File: src/rtl/rf_pkg.sv
// Shared types and widths for the register-file write-back path.
package rf_pkg;

  localparam int unsigned REG_COUNT = 32;
  localparam int unsigned AW        = 5;
  localparam int unsigned DW        = 32;

  typedef enum logic [1:0] {
    CLEAR,
    RUN,
    DRAIN
  } wb_state_t;

  typedef struct packed {
    logic [AW-1:0] addr;
    logic [DW-1:0] data;
  } wb_entry_t;

endpackage

File: src/rtl/reg_writeback_ctrl_if.sv
// Result-write handshakes, clear control and register-file write port.
interface reg_writeback_ctrl_if;
  import rf_pkg::*;

  logic                 alu_valid;
  logic                 alu_ready;
  logic [AW-1:0]        alu_addr;
  logic [DW-1:0]        alu_data;
  logic                 ld_valid;
  logic                 ld_ready;
  logic [AW-1:0]        ld_addr;
  logic [DW-1:0]        ld_data;
  logic                 clr_req;
  logic                 clr_busy;
  logic                 wr_en;
  logic [AW-1:0]        wr_addr;
  logic [DW-1:0]        wr_data;
  logic [REG_COUNT-1:0] busy;
  logic [7:0]           drop_cnt;

  modport master (
    output alu_valid, alu_addr, alu_data, ld_valid, ld_addr, ld_data, clr_req,
    input  alu_ready, ld_ready, clr_busy, wr_en, wr_addr, wr_data, busy, drop_cnt
  );

  modport slave (
    input  alu_valid, alu_addr, alu_data, ld_valid, ld_addr, ld_data, clr_req,
    output alu_ready, ld_ready, clr_busy, wr_en, wr_addr, wr_data, busy, drop_cnt
  );

endinterface

File: src/rtl/wb_fifo.sv
// Write-queue FIFO: up to two pushes and one pop per cycle, with an
// occupancy-by-address vector so busy bits survive while a duplicate is queued.
module wb_fifo
  import rf_pkg::*;
#(
  parameter int unsigned DEPTH = 4
) (
  input  logic                              clk,
  input  logic                              rst_n,
  input  logic [1:0]                        i_push_n,
  input  wb_entry_t                         i_push0,
  input  wb_entry_t                         i_push1,
  input  logic                              i_pop,
  output logic [$clog2(DEPTH):0]            o_count,
  output wb_entry_t                         o_head_c,
  output logic [REG_COUNT-1:0]              o_occ_c
);

  localparam int unsigned PW = $clog2(DEPTH);
  localparam int unsigned CW = PW + 1;

  wb_entry_t       r_mem [DEPTH];
  logic [PW-1:0]   r_wr_ptr;
  logic [PW-1:0]   r_rd_ptr;
  logic [CW-1:0]   r_count;

  always_ff @(posedge clk) begin
    if (i_push_n != 2'd0) r_mem[r_wr_ptr] <= i_push0;
    if (i_push_n == 2'd2) r_mem[PW'(r_wr_ptr + PW'(1))] <= i_push1;
  end

  always_ff @(posedge clk or negedge rst_n) begin
    if (!rst_n) begin
      r_wr_ptr <= '0;
      r_rd_ptr <= '0;
      r_count  <= '0;
    end else begin
      r_wr_ptr <= PW'(r_wr_ptr + PW'(i_push_n));
      r_rd_ptr <= PW'(r_rd_ptr + PW'(i_pop));
      r_count  <= CW'(r_count + CW'(i_push_n) - CW'(i_pop));
    end
  end

  // Addresses of all live entries, head included.
  always_comb begin
    o_occ_c = '0;
    for (int unsigned i = 0; i < DEPTH; i++) begin
      if (CW'(i) < r_count) o_occ_c[r_mem[PW'(r_rd_ptr + PW'(i))].addr] = 1'b1;
    end
  end

  assign o_head_c = r_mem[r_rd_ptr];
  assign o_count  = r_count;

  a_no_overflow: assert property (@(posedge clk) disable iff (!rst_n)
    (32'(r_count) + 32'(i_push_n)) <= 32'(DEPTH));
  a_no_underflow: assert property (@(posedge clk) disable iff (!rst_n)
    i_pop |-> (r_count != '0));

endmodule

File: src/rtl/reg_writeback_ctrl.sv
// Register-file write initiator: queues ALU/load results, issues one write per
// cycle, zero-sweeps r1..r31 after reset or clear, and tracks pending writes.
module reg_writeback_ctrl
  import rf_pkg::*;
#(
  parameter int unsigned DEPTH = 4,
  parameter int unsigned DW    = rf_pkg::DW,
  parameter int unsigned AW    = rf_pkg::AW
) (
  input  logic                  elk,
  input  logic                  nrst,
  reg_writeback_ctrl_if.slave   bus
);

  localparam int unsigned CW = $clog2(DEPTH) + 1;

  wb_state_t            r_state, w_state_nxt;
  logic [AW-1:0]        r_idx, w_idx_nxt;
  logic                 r_wr_en, w_wr_en_nxt;
  logic [AW-1:0]        r_wr_addr, w_wr_addr_nxt;
  logic [DW-1:0]        r_wr_data, w_wr_data_nxt;
  logic [REG_COUNT-1:0] r_busy, w_busy_nxt;
  logic [7:0]           r_drop_cnt, w_drop_nxt;
  logic [8:0]           w_drop_sum;

  logic [CW-1:0]        w_count, w_free;
  wb_entry_t            w_head, w_ld_ent, w_alu_ent, w_push0;
  logic [1:0]           w_push_n;
  logic                 w_pop;
  logic [REG_COUNT-1:0] w_occ, w_set, w_clr;
  logic                 w_ld_ready, w_alu_ready;
  logic                 w_ld_acc, w_alu_acc, w_ld_push, w_alu_push;

  wb_fifo #(.DEPTH(DEPTH)) u_fifo (
    .clk      (elk),
    .rst_n    (nrst),
    .i_push_n (w_push_n),
    .i_push0  (w_push0),
    .i_push1  (w_alu_ent),
    .i_pop    (w_pop),
    .o_count  (w_count),
    .o_head_c (w_head),
    .o_occ_c  (w_occ)
  );

  assign w_free     = CW'(DEPTH) - w_count;
  assign w_pop      = (w_count != '0);
  assign w_ld_acc   = bus.ld_valid  & w_ld_ready;
  assign w_alu_acc  = bus.alu_valid & w_alu_ready;
  assign w_ld_push  = w_ld_acc  && (bus.ld_addr  != '0);
  assign w_alu_push = w_alu_acc && (bus.alu_addr != '0);

  // Load goes ahead of ALU when both are enqueued together.
  assign w_ld_ent.addr  = bus.ld_addr;
  assign w_ld_ent.data  = bus.ld_data;
  assign w_alu_ent.addr = bus.alu_addr;
  assign w_alu_ent.data = bus.alu_data;
  assign w_push0        = w_ld_push ? w_ld_ent : w_alu_ent;
  assign w_push_n       = 2'(w_ld_push) + 2'(w_alu_push);

  always_ff @(posedge elk or negedge nrst) begin
    if (!nrst) r_state <= CLEAR;
    else       r_state <= w_state_nxt;
  end

  always_comb begin
    w_state_nxt   = r_state;
    w_idx_nxt     = AW'(1);
    w_wr_en_nxt   = 1'b0;
    w_wr_addr_nxt = r_wr_addr;
    w_wr_data_nxt = r_wr_data;
    w_ld_ready    = 1'b0;
    w_alu_ready   = 1'b0;
    unique case (r_state)
      CLEAR: begin
        w_wr_en_nxt   = 1'b1;
        w_wr_addr_nxt = r_idx;
        w_wr_data_nxt = '0;
        w_idx_nxt     = r_idx + AW'(1);
        if (r_idx == AW'(REG_COUNT - 1)) w_state_nxt = RUN;
      end
      RUN: begin
        w_ld_ready  = (w_free >= CW'(1));
        w_alu_ready = (w_free >= CW'(2)) || ((w_free == CW'(1)) && !bus.ld_valid);
        if (bus.clr_req) w_state_nxt = DRAIN;
      end
      DRAIN: begin
        if (w_count == '0) w_state_nxt = CLEAR;
      end
      default: w_state_nxt = CLEAR;
    endcase
    if ((r_state != CLEAR) && w_pop) begin
      w_wr_en_nxt   = 1'b1;
      w_wr_addr_nxt = w_head.addr;
      w_wr_data_nxt = w_head.data;
    end
  end

  // Clear the just-written register unless it is still queued; a new set wins.
  always_comb begin
    w_set = '0;
    if (w_ld_push)  w_set = w_set | (REG_COUNT'(1) << bus.ld_addr);
    if (w_alu_push) w_set = w_set | (REG_COUNT'(1) << bus.alu_addr);
    w_clr = r_wr_en ? (REG_COUNT'(1) << r_wr_addr) : '0;
    if (r_state == CLEAR) w_busy_nxt = '0;
    else w_busy_nxt = ((r_busy & ~(w_clr & ~w_occ)) | w_set) & ~REG_COUNT'(1);
    w_drop_sum = 9'(r_drop_cnt) + 9'(w_ld_acc && !w_ld_push) + 9'(w_alu_acc && !w_alu_push);
    w_drop_nxt = (w_drop_sum > 9'd255) ? 8'hFF : w_drop_sum[7:0];
  end

  always_ff @(posedge elk or negedge nrst) begin
    if (!nrst) begin
      r_idx      <= AW'(1);
      r_wr_en    <= 1'b0;
      r_wr_addr  <= '0;
      r_wr_data  <= '0;
      r_busy     <= '0;
      r_drop_cnt <= '0;
    end else begin
      r_idx      <= w_idx_nxt;
      r_wr_en    <= w_wr_en_nxt;
      r_wr_addr  <= w_wr_addr_nxt;
      r_wr_data  <= w_wr_data_nxt;
      r_busy     <= w_busy_nxt;
      r_drop_cnt <= w_drop_nxt;
    end
  end

  assign bus.ld_ready  = w_ld_ready;
  assign bus.alu_ready = w_alu_ready;
  assign bus.clr_busy  = (r_state != RUN);
  assign bus.wr_en     = r_wr_en;
  assign bus.wr_addr   = r_wr_addr;
  assign bus.wr_data   = r_wr_data;
  assign bus.busy      = r_busy;
  assign bus.drop_cnt  = r_drop_cnt;

endmodule

File: src/flat_wrapper.sv
// flat-port wrapper written by rule: the top's interface ports become plain ports
module reg_writeback_ctrl_flat import rf_pkg::*;
#(
  parameter int unsigned DEPTH = 4,
  parameter int unsigned DW    = rf_pkg::DW,
  parameter int unsigned AW    = rf_pkg::AW
)
  (elk, nrst, bus_alu_valid, bus_alu_addr, bus_alu_data, bus_ld_valid, bus_ld_addr, bus_ld_data, bus_clr_req, bus_alu_ready, bus_ld_ready, bus_clr_busy, bus_wr_en, bus_wr_addr, bus_wr_data, bus_busy, bus_drop_cnt);
  reg_writeback_ctrl_if bus_i ();
  input  logic elk;
  input  logic nrst;
  input wire logic [$bits(bus_i.alu_valid)-1:0] bus_alu_valid;
  input wire logic [$bits(bus_i.alu_addr)-1:0] bus_alu_addr;
  input wire logic [$bits(bus_i.alu_data)-1:0] bus_alu_data;
  input wire logic [$bits(bus_i.ld_valid)-1:0] bus_ld_valid;
  input wire logic [$bits(bus_i.ld_addr)-1:0] bus_ld_addr;
  input wire logic [$bits(bus_i.ld_data)-1:0] bus_ld_data;
  input wire logic [$bits(bus_i.clr_req)-1:0] bus_clr_req;
  output wire logic [$bits(bus_i.alu_ready)-1:0] bus_alu_ready;
  output wire logic [$bits(bus_i.ld_ready)-1:0] bus_ld_ready;
  output wire logic [$bits(bus_i.clr_busy)-1:0] bus_clr_busy;
  output wire logic [$bits(bus_i.wr_en)-1:0] bus_wr_en;
  output wire logic [$bits(bus_i.wr_addr)-1:0] bus_wr_addr;
  output wire logic [$bits(bus_i.wr_data)-1:0] bus_wr_data;
  output wire logic [$bits(bus_i.busy)-1:0] bus_busy;
  output wire logic [$bits(bus_i.drop_cnt)-1:0] bus_drop_cnt;
  assign bus_i.alu_valid = bus_alu_valid;
  assign bus_i.alu_addr = bus_alu_addr;
  assign bus_i.alu_data = bus_alu_data;
  assign bus_i.ld_valid = bus_ld_valid;
  assign bus_i.ld_addr = bus_ld_addr;
  assign bus_i.ld_data = bus_ld_data;
  assign bus_i.clr_req = bus_clr_req;
  assign bus_alu_ready = bus_i.alu_ready;
  assign bus_ld_ready = bus_i.ld_ready;
  assign bus_clr_busy = bus_i.clr_busy;
  assign bus_wr_en = bus_i.wr_en;
  assign bus_wr_addr = bus_i.wr_addr;
  assign bus_wr_data = bus_i.wr_data;
  assign bus_busy = bus_i.busy;
  assign bus_drop_cnt = bus_i.drop_cnt;
  reg_writeback_ctrl #(.DEPTH(DEPTH), .DW(DW), .AW(AW)) u_core (.elk(elk), .nrst(nrst), .bus(bus_i));
endmodule
File: config.mk
export PLATFORM = sky130hd
export DESIGN_NAME = reg_writeback_ctrl_flat
export DESIGN_NICKNAME = d
export VERILOG_FILES = /design/src/rtl/rf_pkg.sv /design/src/rtl/reg_writeback_ctrl_if.sv /design/src/rtl/wb_fifo.sv /design/src/rtl/reg_writeback_ctrl.sv /design/src/flat_wrapper.sv
export SDC_FILE = /design/constraint.sdc
export NUM_CORES = 1
export LEC_CHECK = 0
export ABC_CLOCK_PERIOD_IN_PS = 9770
export CORE_ASPECT_RATIO = 0.7
export CORE_MARGIN = 5
export CORE_UTILIZATION = 23
export DETAILED_ROUTE_END_ITERATION = 16
export GPL_TIMING_DRIVEN = 0
export PLACE_DENSITY = 0.38
export REMOVE_ABC_BUFFERS = 1
export SLEW_MARGIN = 20
export SYNTH_ARGS = -nofsm -noshare
export SYNTH_HDL_FRONTEND = slang
export SYNTH_SLANG_ARGS = --single-unit
export TNS_END_PERCENT = 100
File: constraint.sdc
create_clock -name elk -period 9.77 [get_ports elk]
set_clock_uncertainty 0.05 [all_clocks]
set_input_delay 0.977 -clock elk [delete_from_list [all_inputs] [get_ports elk]]
set_output_delay 0.977 -clock elk [all_outputs]
set_load 0.02 [all_outputs]
==> impl_metrics.py <==
metrics = {
    "run_status": {
        "status": "finished clean",
    },
    "setup_path": {
        "crit_family": "buffers and inverters",
        "path_cells": "clkdlybuf4s50_1 > nor2_1 > nand2_1 > o211a_1 > ha_1 > inv_1 > nor2_1 > a21oi_4 > buf_16 > buf_16 > mux2_2",
        "slowest_delay_ns": 0.70,
        "cp_slowest_cell": "clkdlybuf4s50_1",
        "crit_required_ns": 10.04,
        "cp_num_buf_inv": 4,
        "worstPathArrival_ns": 4.65,
        "end_kind": "flip-flop",
        "criticalPathCategory": "input port to flip-flop",
        "crit_path_max_fanout": 13,
        "startpoint_type": "input port",
    },
    "die": {
        "core_area_um2": 56700,
        "initial_core_util_pct": 23.2,
        "die_area_um2": 62200,
        "fp.dieH_um": 210,
        "fp-row-count": 73,
        "die_w_um": 296,
        "ioPinCount": 160,
    },
    "drt": {
        "drtAntennaViolNets": 0,
        "vias_per_cell": 4.90,
        "dr.pass1.iters": 6,
        "met2_length_um": 20500,
        "vias": 9692,
        "wl_met1_um": 23900,
        "top_layer": "met5",
        "drt_wl_total_um": 48800,
        "drc": 0,
        "wl_met3_um": 3640,
        "drt_iter0_markers": 826,
        "wl_per_cell_um": 24.7,
    },
    "final_layout": {
        "fin_nets": 1297,
        "final_area_um2": 16900,
        "syn_to_final_growth_pct": 28.1,
        "instances_no_fill": 1976,
        "layout-drive-gt1-share_pct": 23.7,
    },
    "grt": {
        "grt_max_degree": 62,
        "antenna_found_initial": 7,
        "grt_pass1_wl_um": 71700,
        "overflow": 0,
        "grt_pass1_vias": 9969,
        "track_usage_pct": 15.4,
    },
    "logic_synthesis": {
        "ys.flop_type": "edfxtp_1",
        "synth.most_common_cell": "edfxtp_1",
        "avgSynthCellArea_um2": 12.4,
        "ys_ff_latch": 239,
        "ys_seq_area_share_pct": 51.1,
        "synthCells": 1062,
        "synth_edf_count": 148,
        "ys_top_cells_by_area": "edfxtp_1 (34%), dfrtp_1 (17%), mux2_2 (12%)",
        "synth_top_area_share_pct": 33.8,
        "netlist_area_um2": 13200,
        "synth_top_cell_by_area": "edfxtp_1",
        "synthArstFlopShare_pct": 38.1,
        "netlist_top_cells_count": "edfxtp_1 (148), mux2_2 (140), nand2_1 (98), dfrtp_1 (90), nor2_1 (67)",
        "yosysWarningCount": 0,
        "yosys.cell_types.count": 69,
    },
    "clocking": {
        "cts_resized": 0,
        "clock_latency_ns": 0.58,
        "cts_root_buffer": "clkbuf_16",
        "postCtsHoldBufs": 0,
        "clock-sinks": 239,
        "cts_tree": "yes",
        "clockBufferDepth": 3,
        "clk_pin_slew_worst_paths_ns": 0.06,
        "postCtsSetupRepairBufs": 0,
        "cts_made_buffers": 29,
        "cts_max_level": 1,
    },
    "place": {
        "place_area_um2": 15900,
        "io_buffers": 158,
        "dp_cells": 1921,
        "gp_routability_congestion": 0.901,
        "place_ws_ns": 4.82,
        "dp_hpwl_um": 35600,
    },
    "timing": {
        "drv_slew": 0,
        "setup_tns_ns": 0,
        "worst_slew_pin_slew_ns": 0.864,
        "fin_crit_sh_pct": 44.8,
        "whs_ns": 0.227,
        "finalHoldViolCount": 0,
        "rsz0062_at_grt": "false",
        "fmax_ghz": 0.229,
        "finalSetupViolations": 0,
        "layout_min_cycle_time_ns": 4.38,
        "relSlewSlack_pct": 41.6,
        "setup_slack_ns": 5.39,
    },
    "run": {
        "drv_cap": 0,
    },
    "power": {
        "ir_drop_v": 0.000138,
        "leakagePower_nw": 5.71,
        "power_density_nw_per_um2": 282,
    },
    "min_path": {
        "min_path_type": "input port to asynchronous set/reset pin",
    },
}
## logic make-up (layout without fill, tap and decap cells)
kind of cell             Yosys count  in the layout  synth area share, %
adder cells (fa/ha/maj)           16             16                 1.64
AND/OR/NAND/NOR                  295            295                 11.6
buffers and inverters             91            254                 3.17
multiplexers                     201            201                 21.7
flip-flops                       239            239                 51.1
XOR/XNOR                          11             11                0.732
other                              1              2               0.0285
AO/OA/AOI/OAI                    208            208                 10.0
## per-stage QoR
step                      total power [mW]  utilization (%)
final                                 4.75             29.7
after detailed placement              3.70             28.1
after global placement                3.63             27.0
after global routing                  5.03             29.7
after floorplan                       2.72                -
after CTS                             4.82             29.7
## report_power, final
part	switching, mW	internal [mW]
clock network	0.479	0.599
logic	1.23	0.874
registers	0.227	1.34
total	1.94	2.81
## state kept, by name, summed over array words and instances, names as in the netlist
| register | count |
|---|---|
| u_core.r_state | 2 |
| u_core.bus.drop_cnt | 8 |
| u_core.bus.busy | 31 |
| u_core.u_fifo.r_wr_ptr | 2 |
| u_core.u_fifo.r_rd_ptr | 2 |
| u_core.r_idx | 5 |
| u_core.u_fifo.r_mem | 148 |
| u_core.bus.wr_en | 1 |
| u_core.bus.wr_data | 32 |
| u_core.bus.wr_addr | 5 |
| u_core.u_fifo.o_count | 3 |
## worst paths after layout
| kind | from | endpoint | slack (ns) | depth (start not counted) |
|---|---|---|---|---|
| max | bus_ld_addr[0] | u_core.u_fifo.r_mem[3][28] | 5.39 | 11 |
| min | nrst | u_core.bus.busy[2] | 0.23 | 1 |
| max reg2reg | u_core.u_fifo.o_count[2] | u_core.bus.drop_cnt[0] | 5.46 | 11 |
| min reg2reg | u_core.r_idx[0] | u_core.r_idx[0] | 0.45 | 1 |
| max in group asynchronous | nrst | u_core.u_fifo.r_rd_ptr[0] | 8.71 | 2 |
| min in group elk | u_core.r_idx[0] | u_core.r_idx[0] | 0.45 | 1 |
## routing by layer
| layer | up-vias | GRT usage, % |
|---|---|---|
| li1 | 4392 | - |
| met5 | - | 0 |
| met2 | 295 | 22.3 |
| met4 | 8 | 2.21 |
| met1 | 4947 | 23.5 |
| met3 | 50 | 4.26 |
## cell usage in the layout (no fill, tap or decap), drive strengths merged, types with 3 or more instances in the layout
cell,Yosys,final
nor2,69,69
or2,8,8
o2bb2a,3,3
clkdlybuf4s50,0,157
dfrtp,90,90
clkinv,0,14
edfxtp,148,148
buf,33,27
a211oi,3,3
nand4b,8,8
o21ai,35,35
a22oi,17,17
and2,5,5
nand3,11,11
o31ai,31,31
and3,8,8
mux2,144,144
inv,16,19
nand2b,23,23
ha,14,14
mux4,52,52
a21oi,62,62
nor3,23,23
or4,4,4
nand2,98,98
o211ai,4,4
a32oi,5,5
xnor2,8,8
a31oi,7,7
mux2i,5,5
o22ai,22,22
clkinvlp,0,5
o32ai,9,9
clkbuf,42,30
or4bb,6,6
nor2b,7,7
xor2,3,3
or4b,13,13
## cell type report
cell class,count,area (µm²)
Inverter,16,62.6
Clock buffer,30,729
Sequential cell,239,6730
Antenna cell,1,2.50
Clock inverter,24,198
Tap cell,750,938
Multi-Input combinational cell,732,6100
Timing Repair Buffer,184,2100
Fill cell,5764,39900
(Power assumes the default switching activity.)
